### config.mk
export PLATFORM = sky130hd
export DESIGN_NAME = led_blinker
export DESIGN_NICKNAME = d
export VERILOG_FILES = /design/src/rtl/led_blinker_pkg.sv /design/src/rtl/led_tick_gen.sv /design/src/rtl/led_blinker.sv
export SDC_FILE = /design/constraint.sdc
export NUM_CORES = 1
export LEC_CHECK = 0
export CORE_MARGIN = 2
export CORE_UTILIZATION = 25
export CTS_BUF_LIST = sky130_fd_sc_hd__clkbuf_8
export CTS_CLUSTER_SIZE = 10
export DETAILED_ROUTE_END_ITERATION = 12
export GPL_ROUTABILITY_DRIVEN = 0
export PLACE_DENSITY_LB_ADDON = 0.12
export RECOVER_POWER = 100
export REMOVE_ABC_BUFFERS = 1
export SLEW_MARGIN = 10
export SYNTH_ARGS = -nofsm -noshare
export SYNTH_HDL_FRONTEND = slang
export SYNTH_SLANG_ARGS = --single-unit
### constraint.sdc
create_clock -name clk -period 2.7 [get_ports clk]
set_clock_uncertainty 0.15 [all_clocks]
set_input_delay 0.81 -clock clk [delete_from_list [all_inputs] [get_ports clk]]
set_output_delay 0.81 -clock clk [all_outputs]
set_load 0.01 [all_outputs]
### src/rtl/led_blinker_pkg.sv
// Shared definitions for the LED blinker: channel mode encodings and default
// blink timing.
//
// Optional feature: define LED_BLINKER_DIM_EN to enable PWM dimming in
// led_blinker.
package led_blinker_pkg;

  // Per-channel mode encodings (2 bits per channel)
  localparam logic [1:0] MODE_OFF   = 2'b00;
  localparam logic [1:0] MODE_ON    = 2'b01;
  localparam logic [1:0] MODE_BLINK = 2'b10;
  localparam logic [1:0] MODE_BURST = 2'b11;

  // 500 ms half-period at 50 MHz
  localparam int unsigned TICK_DIV_DEFAULT = 25_000_000;

  // Width of the free-running dimming PWM counter
  localparam int unsigned PWM_W = 4;

endpackage

### src/rtl/led_tick_gen.sv
// Blink timebase: prescaler counting 0..TICK_DIV-1 plus a shared phase bit that
// toggles on every wrap.
//
// Ports:
//   clk     - system clock, rising edge
//   rst_n   - asynchronous active-low reset
//   clr     - synchronous clear of prescaler and phase (has priority over tick)
//   tick_c  - combinational, high for the cycle the prescaler equals TICK_DIV-1
//   phase   - registered, 1 = lit half-period
module led_tick_gen #(
  parameter int unsigned TICK_DIV = 25_000_000
) (
  input  logic clk,
  input  logic rst_n,
  input  logic clr,
  output logic tick_c,
  output logic phase
);

  localparam int unsigned PRE_W = (TICK_DIV > 1) ? $clog2(TICK_DIV) : 1;

  logic [PRE_W-1:0] cnt_q;

  assign tick_c = (cnt_q == PRE_W'(TICK_DIV - 1));

  // Prescaler and phase; a clear restarts all channels in sync
  always_ff @(posedge clk or negedge rst_n) begin
    if (!rst_n) begin
      cnt_q <= '0;
      phase <= 1'b0;
    end else if (clr) begin
      cnt_q <= '0;
      phase <= 1'b0;
    end else if (tick_c) begin
      cnt_q <= '0;
      phase <= ~phase;
    end else begin
      cnt_q <= cnt_q + PRE_W'(1);
    end
  end

endmodule

### src/rtl/led_blinker.sv
// Multi-channel LED blinker. Each channel is off, steadily on, blinking from a
// shared timebase, or emitting a counted burst of lit half-periods.
//
// Optional feature: `define LED_BLINKER_DIM_EN adds a 4-bit dim input that
// gates every lit period with a free-running PWM (lit while counter < dim).
//
// Ports:
//   clk      - system clock, rising edge
//   rst_n    - asynchronous active-low reset
//   load     - one-cycle pulse capturing mode and burst_n
//   mode     - per-channel mode, channel i at [2i+1:2i]
//   burst_n  - lit-pulse count for burst channels
//   dim      - PWM duty (only with LED_BLINKER_DIM_EN)
//   o_led    - registered LED drive, 1 = lit
//   busy     - registered, high while any burst channel has pulses remaining
module led_blinker
  import led_blinker_pkg::*;
#(
  parameter int unsigned N_CH     = 3,
  parameter int unsigned TICK_DIV = TICK_DIV_DEFAULT,
  parameter int unsigned CNT_W    = 4
) (
  input  logic                clk,
  input  logic                rst_n,
  input  logic                load,
  input  logic [2*N_CH-1:0]   mode,
  input  logic [CNT_W-1:0]    burst_n,
`ifdef LED_BLINKER_DIM_EN
  input  logic [PWM_W-1:0]    dim,
`endif
  output logic [N_CH-1:0]     o_led,
  output logic                busy
);

  logic            tick_c;
  logic            phase_q;
  logic            fall_c;
  logic            lit_on_c;
  logic [N_CH-1:0] led_nxt_c;
  logic [N_CH-1:0] busy_ch_c;

  led_tick_gen #(
    .TICK_DIV (TICK_DIV)
  ) u_tick_gen (
    .clk    (clk),
    .rst_n  (rst_n),
    .clr    (load),
    .tick_c (tick_c),
    .phase  (phase_q)
  );

  // End of a lit half-period; load suppresses it so a coincident load never decrements
  assign fall_c = tick_c & phase_q & ~load;

`ifdef LED_BLINKER_DIM_EN
  logic [PWM_W-1:0] pwm_q;

  // Free-running dimming counter
  always_ff @(posedge clk or negedge rst_n) begin
    if (!rst_n) begin
      pwm_q <= '0;
    end else begin
      pwm_q <= pwm_q + PWM_W'(1);
    end
  end

  assign lit_on_c = (pwm_q < dim);
`else
  assign lit_on_c = 1'b1;
`endif

  // Per-channel mode and remaining burst count
  for (genvar i = 0; i < int'(N_CH); i++) begin : g_ch
    logic [1:0]       mode_q;
    logic [CNT_W-1:0] rem_q;
    logic             led_c;

    always_ff @(posedge clk or negedge rst_n) begin
      if (!rst_n) begin
        mode_q <= MODE_OFF;
        rem_q  <= '0;
      end else if (load) begin
        mode_q <= mode[2*i +: 2];
        rem_q  <= (mode[2*i +: 2] == MODE_BURST) ? burst_n : '0;
      end else if (fall_c && (mode_q == MODE_BURST) && (rem_q != '0)) begin
        rem_q  <= rem_q - CNT_W'(1);
      end
    end

    // Next LED value from the current channel state
    always_comb begin
      led_c = 1'b0;
      case (mode_q)
        MODE_ON:    led_c = lit_on_c;
        MODE_BLINK: led_c = phase_q & lit_on_c;
        MODE_BURST: led_c = phase_q & (rem_q != '0) & lit_on_c;
        default:    led_c = 1'b0;
      endcase
    end

    assign led_nxt_c[i] = led_c;
    assign busy_ch_c[i] = (mode_q == MODE_BURST) && (rem_q != '0);
  end

  // Output register stage
  always_ff @(posedge clk or negedge rst_n) begin
    if (!rst_n) begin
      o_led <= '0;
      busy  <= 1'b0;
    end else begin
      o_led <= led_nxt_c;
      busy  <= |busy_ch_c;
    end
  end

endmodule

Word-level counts from Yosys, hierarchy flattened
Cells that the tools add are included.
{"block": "totals", "reg_bits": 48, "inputBits": 13}
{"block": "classes", "bitwise_logic": 7, "reduce_logical": 17, "n_eq_ne": 13, "addsub": 4, "muxes": 16}
{"op": "$mux 25", "count": 2}
{"op": "$mux 4", "count": 9}
{"op": "$add 25x1->25 const B", "count": 1}
{"op": "$eq 25x25->1 const B", "count": 1}
{"op": "$eq 2x2->1 const B", "count": 9}
{"op": "$reduce_bool 4->1", "count": 3}
{"op": "$sub 4x1->4 const B", "count": 3}
{"op": "$logic_and 1x1->1", "count": 9}
{"op": "$pmux 1 s3", "count": 3}
{"op": "$reduce_bool 2->1", "count": 4}
{"op": "$eq 2x1->1 const B", "count": 3}
{"op": "$and 1x1->1", "count": 5}
{"op": "$reduce_or 3->1", "count": 1}
{"op": "$mux 1", "count": 2}
{"op": "$not 1->1", "count": 2}

Depth between registers and ports, before layout
{"block": "logic_depth", "depth_word": 7, "ltp_mapped": 7}

Hierarchy
From an unflattened synthesis, not the netlist that was laid out.
{"block": "hier_totals", "cells_unflattened": 280, "hier_area_um2": 2657.5}
{"module": "led_tick_gen", "n_inst": 1, "area_per_inst_um2": 1352.5, "cells_per_inst": 142}
{"module": "led_blinker", "n_inst": 1, "area_per_inst_um2": 1305.0, "cells_per_inst": 138}

Least setup slack after synthesis
No wires, ideal clock.
{"block": "synth_path", "path_type": "input -> register", "from": "in load", "to": "reg g_ch[0].mode_q[1]", "path_stages": 3, "path_slack_ns": 0.715, "setup_time_ns": 0.125, "arrival_time_ns": 1.710, "n_path_buf": 2, "path_cell_list": "clkbuf_1 buf_1 mux2_2"}
{"item": "start: declaration", "line": "led_blinker.sv:25", "source": "input logic load,"}
{"item": "end signal: assignment", "line": "led_blinker.sv:83", "source": "mode_q <= mode[2*i +: 2];"}
{"item": "end: declaration", "line": "led_blinker.sv:74", "source": "logic [1:0] mode_q;"}
No word-level cell between the ends.

Worst setup path in the final report
{"block": "layout_path", "from": "in load", "to": "reg g_ch[1].rem_q[3]"}
{"block": "layout_between", "elab_chain_len": 5}
{"item": "$not 1->1", "line": "led_blinker.sv:53", "source": "assign fall_c = tick_c & phase_q & ~load;"}
{"item": "$and 1x1->1", "line": "led_blinker.sv:53"}
{"item": "$logic_and 1x1->1 (2 in a row)", "line": "led_blinker.sv:85", "source": "end else if (fall_c && (mode_q == MODE_BURST) && (rem_q != '0)) begin"}
{"item": "$reduce_bool 2->1 (no source line)"}
{"item": "end signal: assignment", "line": "led_blinker.sv:84", "source": "rem_q <= (mode[2*i +: 2] == MODE_BURST) ? burst_n : '0;"}
{"item": "end signal: assignment", "line": "led_blinker.sv:86", "source": "rem_q <= rem_q - CNT_W'(1);"}
{"item": "end: declaration", "line": "led_blinker.sv:75", "source": "logic [CNT_W-1:0] rem_q;"}
Several ways; a longest one is shown, not always the timed one.
A chain may end at the register's enable or synchronous reset.

==> qor.yml <==
route.detailed.wl_per_inst_um: 14.6
postCtsSetupBuffers: 0
dp_hpwl_mm: 4.18
status: "complete, no violations"
drive_gt1_share_pct: 8.91
dr.pass1.iters: 4
comb_power_share_pct: 16.0
cts-root-buf: "clkbuf_8"
maxSlewHeadroom_pct: 16.1
grt_pass1_wl_mm: 11.0
worstMarginPinSlew_ns: 1.26
synthToLayoutAreaGrowth_pct: 14.6
final-setup-viol-count: 0
ir_worst_vdd_uv: 227
antenna_found_initial: 0
netSwitchingPower_mw: 0.457
stdcell_area_um2: 3070
synth-edff-count: 0
dpl-instance-area_um2: 3000
maxCapViolCount: 0
fmax_mhz: 404
endpoint_kind: "register"
clk_pin_slew_ns: 0.11
top_layer: "met4"
cts_sinks: 48
seqPwrFrac_pct: 49.6
p_int_mw: 1.20
synthArstFlopShare_pct: 100
met3_length_um: 174
maxSlewViolCount: 0
cts_hold_buf: 0
postSynthAreaPerCell_um2: 9.26
power_leakage_nw: 1.20
crit_required_ns: 2.76
io_pins: 17
synth_common_cells: "48 x dfrtp_1, 24 x nor2_1, 21 x nand2_1, 21 x o21ai_0, 18 x nand3_1"
cts_max_path_buffers: 2
wirelength_mm: 6.43
critPathArrivalTime_ns: 2.53
fillers: 1107
startpoint_type: "input pin"
synth.top_cell.area_share_pct: 44.9
hold_path_class: "register to register"
synth.distinct_cells: 48
grt_pass1_vias: 2163
ys_seq_area_share_pct: 44.9
initial_core_util_pct: 25.8
route.met2.wl_mm: 2.91
cts_buffers: 5
synthCells: 289
first_iter_violations: 86
port_buffers: 16
synth_area_um2: 2680
rsz0062_at_grt: "false"
min_from: "u_tick_gen.cnt_q[0]$_DFF_PN0_"
cts_resized: 0
die_w_um: 107
wl_met1_mm: 3.24
die_area_um2: 11500
hold_violations: 0
fin_crit_sh_pct: 91.8
finalSetupTns_ns: 0
nets: 319
cts_tree: "done"
ys_seq_elements: 48
yosysWarnings: 0
insertedDiodeCount: 0
rows: 37
cp_slowest_cell: "clkbuf_2"
grt_usage_pct: 12.0
yosysTopAreaCell: "dfrtp_1"
grt_max_degree: 49
die_h_um: 107
synthFlopType: "dfrtp_1"
synth_area_leaders: "dfrtp_1 45%, o211ai_1 3.9%, o21ai_0 3.9%"
path_cells: "clkdlybuf4s50_1 -> clkbuf_2 -> or3_1 -> nor4_1 -> or3b_1"
period_minus_slack_ns: 2.48
drtAntennaViolNets: 0
remaining_drc_errors: 0
clock_latency_ns: 0.31
drt-vias-per-instance: 4.97
critPathLaunch: "load"
r2r_start: "u_tick_gen.cnt_q[6]$_DFF_PN0_"
power_frac_clock_pct: 34.4
grt-ovfl-total: 0
max_stage_delay_ns: 0.60
worstSetupPathType: "input pin to register"
htreeDepth: 2
crit_fanout: 39
yosysMostFrequentCell: "dfrtp_1"
via_count: 2184
core-area_um2: 10400
switching_share_pct: 27.5
p_per_area_nw_per_um2: 541
## path summary, 6_finish.rpt
check                      depth (start not counted)                              to  slack (ns)
min reg2reg                                        1   u_tick_gen.cnt_q[0]$_DFF_PN0_        0.37
max                                                5    g_ch[1].rem_q[3]$_DFFE_PN0P_        0.22
min                                                1   u_tick_gen.cnt_q[0]$_DFF_PN0_        0.37
min in group asynchronous                          2  u_tick_gen.cnt_q[14]$_DFF_PN0_        0.68
max in group asynchronous                          2  u_tick_gen.cnt_q[21]$_DFF_PN0_        0.94
max reg2reg                                        4  u_tick_gen.cnt_q[19]$_DFF_PN0_        0.45
## kinds of logic (layout without fill, tap and decap cells)
logic type                 after synthesis  count (layout)  synth area share [%]
xor gates and xnor gates                10              10                  3.27
AOI/OAI and AO/OA                       73              73                  17.7
buffers and inverters                   30              44                  4.91
and+or+nand+nor                        121             121                  26.1
DFF                                     48              48                  44.9
adders and majority gates                4               4                  1.87
muxes                                    3               3                  1.26
## worst max-delay path: cells and delay by family
| family | cells | cell delay, ns |
|---|---|---|
| buffers and inverters | 2 | 1.09 |
| AND/OR/NAND/NOR | 3 | 0.62 |
## cell type report
class	count	area (µm²)	share of cell area (%)
sequential	48	1200	39.2
clock inverter	2	38.8	1.26
multi-input combinational	211	1330	43.5
timing repair buffer	21	185	6.04
inverter	15	56.3	1.84
tap	136	170	5.55
clock buffer	6	82.6	2.69
## stage by stage
step | hold WS [ns] | utilization [%] | std cells | power [mW] | worst slack (ns)
global placement | 0.355 | 28.9 | 431 | 1.12 | 0.273
global route | 0.419 | 29.6 | 439 | 1.77 | 0.129
finish | 0.368 | 29.6 | 439 | 1.66 | 0.222
floorplan | 0.319 | - | 274 | 0.997 | 0.600
CTS | 0.330 | 30.1 | 439 | 1.69 | 0.464
detailed placement | 0.358 | 28.9 | 431 | 1.12 | 0.245
## power groups by stage
stage / registers, mW / clock network (mW) / logic (mW)
floorplan: 0.828 / 0 / 0.169
global placement: 0.839 / 0 / 0.282
detailed placement: 0.837 / 0 / 0.282
CTS: 0.823 / 0.588 / 0.282
global route: 0.832 / 0.627 / 0.308
finish: 0.823 / 0.571 / 0.265
## cells in the final DEF, fill, tap and decap left out, drive strengths merged, types with 3 or more instances in the layout
cell type | synthesis | layout
a211o | 3 | 3
a21oi | 17 | 17
a311oi | 3 | 3
a41oi | 3 | 3
and3 | 4 | 4
and4 | 3 | 3
buf | 9 | 3
clkbuf | 6 | 9
clkdlybuf4s50 | 0 | 11
dfrtp | 48 | 48
dlygate4sd3 | 0 | 4
ha | 4 | 4
inv | 14 | 14
mux2 | 3 | 3
nand2 | 21 | 21
nand3 | 18 | 18
nand4 | 9 | 9
nor2 | 24 | 24
nor3b | 3 | 3
nor4b | 3 | 3
o211ai | 14 | 14
o21ai | 22 | 22
o2bb2ai | 3 | 3
o31ai | 6 | 6
or2 | 4 | 4
or3 | 13 | 13
or4 | 8 | 8
xor2 | 8 | 8
## per-layer routing
layer	vias to the layer above	GRT usage, %
met2	24	18.4
li1	1092	-
met3	8	2.24
met1	1060	16.9
met5	-	0
met4	0	4.21
## state kept, by name, summed over array words and instances (netlist names)
name	flops
g_ch.mode_q	6
g_ch.rem_q	12
u_tick_gen.phase	1
busy	1
o_led	3
u_tick_gen.cnt_q	25
Note: power is estimated with default switching activity, not from simulation.
